--- config.mk ---
export PLATFORM = sky130hd
export DESIGN_NAME = if_id_queue
export DESIGN_NICKNAME = d
export VERILOG_FILES = /design/src/rtl/if_id_queue_pkg.sv /design/src/rtl/if_id_queue.sv
export SDC_FILE = /design/constraint.sdc
export NUM_CORES = 1
export LEC_CHECK = 0
export ABC_AREA = 1
export CORE_MARGIN = 1.5
export CORE_UTILIZATION = 40
export DETAILED_ROUTE_END_ITERATION = 8
export PLACE_DENSITY = 0.68
export REMOVE_ABC_BUFFERS = 1
export SLEW_MARGIN = 20
export SYNTH_ARGS = -nofsm -noshare
export SYNTH_HDL_FRONTEND = slang
export SYNTH_SLANG_ARGS = --single-unit
--- constraint.sdc ---
create_clock -name clock -period 6.1 [get_ports clock]
set_input_delay 1.22 -clock clock [delete_from_list [all_inputs] [get_ports clock]]
set_output_delay 1.22 -clock clock [all_outputs]
set_load 0.01 [all_outputs]
--- src/rtl/if_id_queue_pkg.sv ---
// Shared processor constants: fetch/decode word width, IF/ID queue depth,
// and the NOP encoding that decode also relies on.
package if_id_queue_pkg;

  localparam int          IFQ_WIDTH = 16;
  localparam int          IFQ_DEPTH = 2;
  localparam logic [15:0] NOP_INSTR = 16'h0000;

endpackage

--- src/rtl/if_id_queue.sv ---
// IF/ID decoupling queue: a 2-entry FIFO between fetch and decode.
// inReady comes only from registered count, so fetch stall timing never
// depends on decode's outReady. Outputs have no bypass (1-cycle latency)
// and read as NOP while empty. flush dominates push and pop.
module if_id_queue
  import if_id_queue_pkg::*;
#(
  parameter int WIDTH = IFQ_WIDTH,
  // Pointers are 1 bit wide, so only a depth of 2 is meaningful.
  parameter int DEPTH = IFQ_DEPTH
) (
  input  logic             clock,
  input  logic             reset_n,
  input  logic             inValid,
  input  logic [WIDTH-1:0] instrIn,
  input  logic [WIDTH-1:0] pc4In,
  output logic             inReady,
  input  logic             flush,
  output logic             outValid,
  output logic [WIDTH-1:0] instrOut,
  output logic [WIDTH-1:0] pc4Out,
  input  logic             outReady,
  output logic [1:0]       count
);

  logic [1:0][WIDTH-1:0] r_instr;
  logic [1:0][WIDTH-1:0] r_pc4;
  logic                  r_head;
  logic                  r_tail;
  logic [1:0]            r_count;

  logic                  w_valid;
  logic                  w_ready;
  logic                  w_push;
  logic                  w_pop;

  assign w_valid = (r_count != 2'd0);
  assign w_ready = (r_count < 2'(DEPTH));
  assign w_push  = inValid & w_ready & ~flush;
  assign w_pop   = w_valid & outReady & ~flush;

  // Storage is never cleared; validity lives entirely in r_count.
  always_ff @(posedge clock) begin
    if (w_push) begin
      r_instr[r_tail] <= instrIn;
      r_pc4[r_tail]   <= pc4In;
    end
  end

  // Pointer and occupancy update; flush empties the queue and rewinds pointers.
  always_ff @(posedge clock or negedge reset_n) begin
    if (!reset_n) begin
      r_head  <= 1'b0;
      r_tail  <= 1'b0;
      r_count <= 2'd0;
    end else if (flush) begin
      r_head  <= 1'b0;
      r_tail  <= 1'b0;
      r_count <= 2'd0;
    end else begin
      if (w_push) r_tail <= ~r_tail;
      if (w_pop)  r_head <= ~r_head;
      r_count <= r_count + {1'b0, w_push} - {1'b0, w_pop};
    end
  end

  assign inReady  = w_ready;
  assign outValid = w_valid;
  assign count    = r_count;
  assign instrOut = w_valid ? r_instr[r_head] : WIDTH'(NOP_INSTR);
  assign pc4Out   = w_valid ? r_pc4[r_head]   : WIDTH'(NOP_INSTR);

endmodule

Word level (Yosys, flattened, before mapping)
Index checks and enable logic that the tools add are counted.
W data, S select, Z words.
{"block": "totals", "reg_bits": 68, "inputBits": 37, "word_cells": 39, "out_inout_bits": 36}
{"block": "classes", "n_reduce_logical": 4, "n_addsub": 2, "n_lt_le_gt_ge": 4, "bitwise": 7, "mux": 15}
{"cell": "$mux W16", "n": 7}
{"cell": "$bwmux W32", "n": 2}
{"cell": "$demux W16 S1", "n": 1}
{"cell": "$reduce_bool A2 Y1", "n": 3}
{"cell": "$and A1 B1 Y1", "n": 4}
{"cell": "$lt A1 B2 Y1 const B", "n": 2}
{"cell": "$mux W1", "n": 4}
{"cell": "$not A1 Y1", "n": 3}
{"cell": "$add A2 B1 Y2", "n": 1}
{"cell": "$lt A2 B2 Y1 const B", "n": 1}
{"cell": "$mux W2", "n": 1}
{"cell": "$sub A2 B1 Y2", "n": 1}
{"cell": "$ge A1 B1 Y1 const B", "n": 1}
{"cell": "$logic_and A1 B1 Y1", "n": 1}

Depth between registers and ports, before layout
{"block": "depth", "word_depth": 6, "ltp_mapped": 10, "ltp_nobuf": 10}

Least setup slack after synthesis
OpenSTA, ideal clock, no wires.
{"block": "synth_path", "kind": "input port to flip-flop", "from": "input port flush", "to": "register r_instr[0] (netlist name) (enable)", "slack_ps": 2852, "setup_ps": 421, "path_stages": 3, "required_time_ps": 5679, "path_buffers": 0, "t_arrival_ps": 2827, "path_cell_list": "inv_1 > nand3_1 > nor2_1"}
{"block": "synth_via", "elab_chain_cells": 2}
{"element": "from (decl)", "line_no": "if_id_queue.sv:18", "text": "input logic flush,"}
{"element": "$not A1 Y1", "line_no": "if_id_queue.sv:39", "text": "assign w_push = inValid & w_ready & ~flush;"}
{"element": "$and A1 B1 Y1", "line_no": "if_id_queue.sv:39"}
{"element": "to (signal, indexed assignment)", "line_no": "if_id_queue.sv:45", "text": "r_instr[r_tail] <= instrIn;"}
{"element": "to (decl)", "line_no": "if_id_queue.sv:26", "text": "logic [1:0][WIDTH-1:0] r_instr;"}
Every way passes these cells.
A chain may end at the register's enable or synchronous reset.

Final worst setup path
{"block": "layout_path", "from": "register r_head", "to": "output port pc4Out[7]"}
{"block": "layout_via", "elab_chain_cells": 3}
{"element": "from (decl)", "line_no": "if_id_queue.sv:28", "text": "logic r_head;"}
{"element": "from (signal assigned)", "line_no": "if_id_queue.sv:62", "text": "if (w_pop) r_head <= ~r_head;"}
{"element": "$mux W16 (implied by the code) (2 in a row)", "line_no": "if_id_queue.sv:71", "text": "assign pc4Out = w_valid ? r_pc4[r_head] : WIDTH'(NOP_INSTR);"}
{"element": "$mux W16", "line_no": "if_id_queue.sv:71"}
{"element": "to (decl)", "line_no": "if_id_queue.sv:21", "text": "output logic [WIDTH-1:0] pc4Out,"}
Every way passes these cells. The select of a mux whose other input is x is not followed.

==> results.txt <==
post-detailed-placement half-perimeter wirelength: 3030 um
Reg area: 0.00202 mm^2
number of routed nets with antenna violations: 0
setup violation total in the final timing report: 0
normalized max-slew margin: 0.382
delay of the slowest cell on the worst path: 0.65 ns
slowest cell on the critical path: sky130_fd_sc_hd__dfrtp_2
RSZ-0062 raised after global routing: false
antenna fix cells: 0
multi-input gate area in the final layout: 646 um^2
Max Buffers Root-to-Sink: 2
startpoint of the tightest hold check path: r_tail
Die ar.: 0.00756 mm^2
Die Span Y: 86.9 um
Hold Crit Class: flip-flop to flip-flop
total power divided by cell area: 300 mW/mm^2
outcome: completed
Hold EP: r_tail
number of global-route vias before repair: 1686
hold violation total from the final report: 0
global-route wire length before repair: 7910 um
clock sink count: 68
critical path data arrival time: 2.26 ns
number of top-level pins: 73
cell at the root of the clock tree: sky130_fd_sc_hd__clkbuf_8
leakage: 1.26 nW
sequential fraction of the synthesis area: 0.718
post-route minimum period: 3.48 ns
worst reg2reg path depth: 3
Row Count: 30
CP Max Fanout: 34
synthesized flop and latch total: 68
Worst-path clk slew: 0.07 ns
initial antenna violation count: 0
crit path launch type: flip-flop
reg-to-reg critical path endpoint: r_pc4[5]
setup bufs post-CTS: 0
reported max-cap violation count: 0
number of gates resized after cts: 0
combined area of all synthesized cells: 0.00282 mm^2
share of cells above drive strength 1: 0.171
CP cell instances: inv_4, nand2_1, a21oi_1, clkdlybuf4s50_1
via count: 1683
critical path's top delay family: buffers and inverters
number of unique standard cell types used by synthesis: 18
level count of the clock H-tree: 3
nature of the critical path endpoint: primary output
cells after synthesis: 204
quantity of I/O buffers inserted on ports: 72
worst path bufs/invs: 2
Warnings, synthesis: 0
largest net degree at the start of global routing: 35
total power of the final layout: 1.11 mW
Worst EP required: 4.88 ns
Placement Setup Slack: 2.61 ns
Overall Global Routing Usage: 0.143
total wire length after detailed routing: 4940 um
setup slack of the most critical reg-to-reg path: 4.29 ns
CTS Hold Buffers Added: 0
Worst Path Class, Setup: flip-flop to primary output
Placer Congestion: 0.702
minimum setup slack in the final design: 2.62 ns
clock skew: 0.00697 ns
placeable core region: 0.00679 mm^2
largest voltage drop on the vdd net: 188 uV
initial standard-cell utilization of the core: 0.415
fraction of the cycle the final worst path needs: 0.571
horizontal die dimension: 86.9 um
setup total negative slack: 0 ns
net total in the final layout: 316
final global-route overflow total: 0
residual DRC count: 0
Avg Inst Size Synth: 13.8 um^2
Max Transition Viols Final: 0
Via density: 4.46
clock tree from TritonCTS: done
startpoint of the worst register-to-register path: count[1]
fillcell total: 584
average wire per cell in the routed design: 13.1 um
Inserted Clock Buffers: 9
actual slew at the worst max-slew pin: 0.925 ns
number of detailed-route iterations in the first pass: 4
maximum clock rate: 287 MHz
clock latency reported for the late side of the worst-skew pair: 0.32 ns
count of cells along the worst hold path: 1
Area Growth Syn to Fin: 31.2%
DRT iter0 DRCs: 66
Yosys cell counts:
cell | count | area [um^2]
sky130_fd_sc_hd__a21oi_1 | 3 | 15.0
sky130_fd_sc_hd__a21oi_2 | 30 | 263
sky130_fd_sc_hd__buf_12 | 3 | 60.1
sky130_fd_sc_hd__buf_4 | 3 | 22.5
sky130_fd_sc_hd__buf_6 | 4 | 45.0
sky130_fd_sc_hd__dfrtp_1 | 4 | 100
sky130_fd_sc_hd__edfxtp_1 | 64 | 1920
sky130_fd_sc_hd__ha_1 | 2 | 25.0
sky130_fd_sc_hd__inv_1 | 5 | 18.8
sky130_fd_sc_hd__inv_2 | 1 | 3.75
sky130_fd_sc_hd__inv_4 | 1 | 6.26
sky130_fd_sc_hd__inv_6 | 1 | 8.76
sky130_fd_sc_hd__nand2_1 | 71 | 267
sky130_fd_sc_hd__nand2_4 | 1 | 11.3
sky130_fd_sc_hd__nand3_1 | 4 | 20.0
sky130_fd_sc_hd__nand4_1 | 1 | 6.26
sky130_fd_sc_hd__nor2_1 | 5 | 18.8
sky130_fd_sc_hd__o21ai_0 | 1 | 5.00
metal layers:
metal / up-vias / wire length (um) / GRT usage
met5: - / 0 / 0
met4: 0 / 65 / 0.0704
met3: 7 / 277 / 0.0332
met2: 48 / 2460 / 0.239
met1: 772 / 2140 / 0.174
li1: 856 / - / -
worst max path at each step:
stage	depth (start not counted)	endpoint	from	slack, ns
after floorplan	3	r_instr[0]	flush	2.85
after global placement	4	pc4Out[7]	r_head	2.64
after detailed placement	4	pc4Out[7]	r_head	2.61
after CTS	4	pc4Out[7]	r_head	2.24
after global routing	4	pc4Out[7]	r_head	2.49
final	4	pc4Out[7]	r_head	2.62
final cells by class:
cell class	count	share of cell area
clock inverters	4	0.00474
repair buffers	72	0.195
multi-input cells	118	0.175
clock buffers	11	0.0355
inverters	8	0.0102
flip-flops and latches	68	0.547
well taps	96	0.0325
cell usage in the layout, fill, tap and decap left out:
cell,count
sky130_fd_sc_hd__nor2_4,2
sky130_fd_sc_hd__nand2_1,71
sky130_fd_sc_hd__nor2_1,3
sky130_fd_sc_hd__nand3_1,4
sky130_fd_sc_hd__clkdlybuf4s50_1,72
sky130_fd_sc_hd__ha_1,2
sky130_fd_sc_hd__dfrtp_2,1
sky130_fd_sc_hd__nand4_1,1
sky130_fd_sc_hd__clkinv_1,2
sky130_fd_sc_hd__clkbuf_8,9
sky130_fd_sc_hd__dfrtp_1,3
sky130_fd_sc_hd__nand2_4,1
sky130_fd_sc_hd__inv_2,1
sky130_fd_sc_hd__inv_6,1
sky130_fd_sc_hd__a21oi_2,30
sky130_fd_sc_hd__o21ai_0,1
sky130_fd_sc_hd__a21oi_1,3
sky130_fd_sc_hd__inv_4,1
sky130_fd_sc_hd__clkinv_2,2
sky130_fd_sc_hd__clkbuf_1,2
sky130_fd_sc_hd__inv_1,5
sky130_fd_sc_hd__edfxtp_1,64
cells by family (layout without fill, tap and decap cells):
family,after synthesis,after routing,share of synthesized area
fa+ha+maj,2,2,0.00888
buf+inv,18,95,0.0586
compound gates,34,34,0.100
simple gates,82,82,0.115
flops,68,68,0.718
sequential cells by signal (all words and copies together), names as in the netlist:
register / cells
r_instr: 32
r_head: 1
count: 2
r_pc4: 32
r_tail: 1
power breakdown:
| part | switching (mW) | internal (mW) |
|---|---|---|
| logic | 0.138 | 0.124 |
| registers | 0.0187 | 0.540 |
| clock network | 0.149 | 0.141 |
metrics by stage:
| step | hold slack [ns] | instances | instance area, um^2 | util |
|---|---|---|---|---|
| 2_1_floorplan | 0.482 | 194 | 2690 | - |
| 4_1_cts | 0.596 | 377 | 3690 | 0.544 |
| 5_1_grt | 0.621 | 377 | 3700 | 0.544 |
| 3_5_place_dp | 0.581 | 362 | 3550 | 0.522 |
| 6_report | 0.596 | 377 | 3700 | 0.544 |
| 3_3_place_gp | 0.564 | 362 | 3550 | 0.522 |
Note: power is estimated with default switching activity, not from simulation.
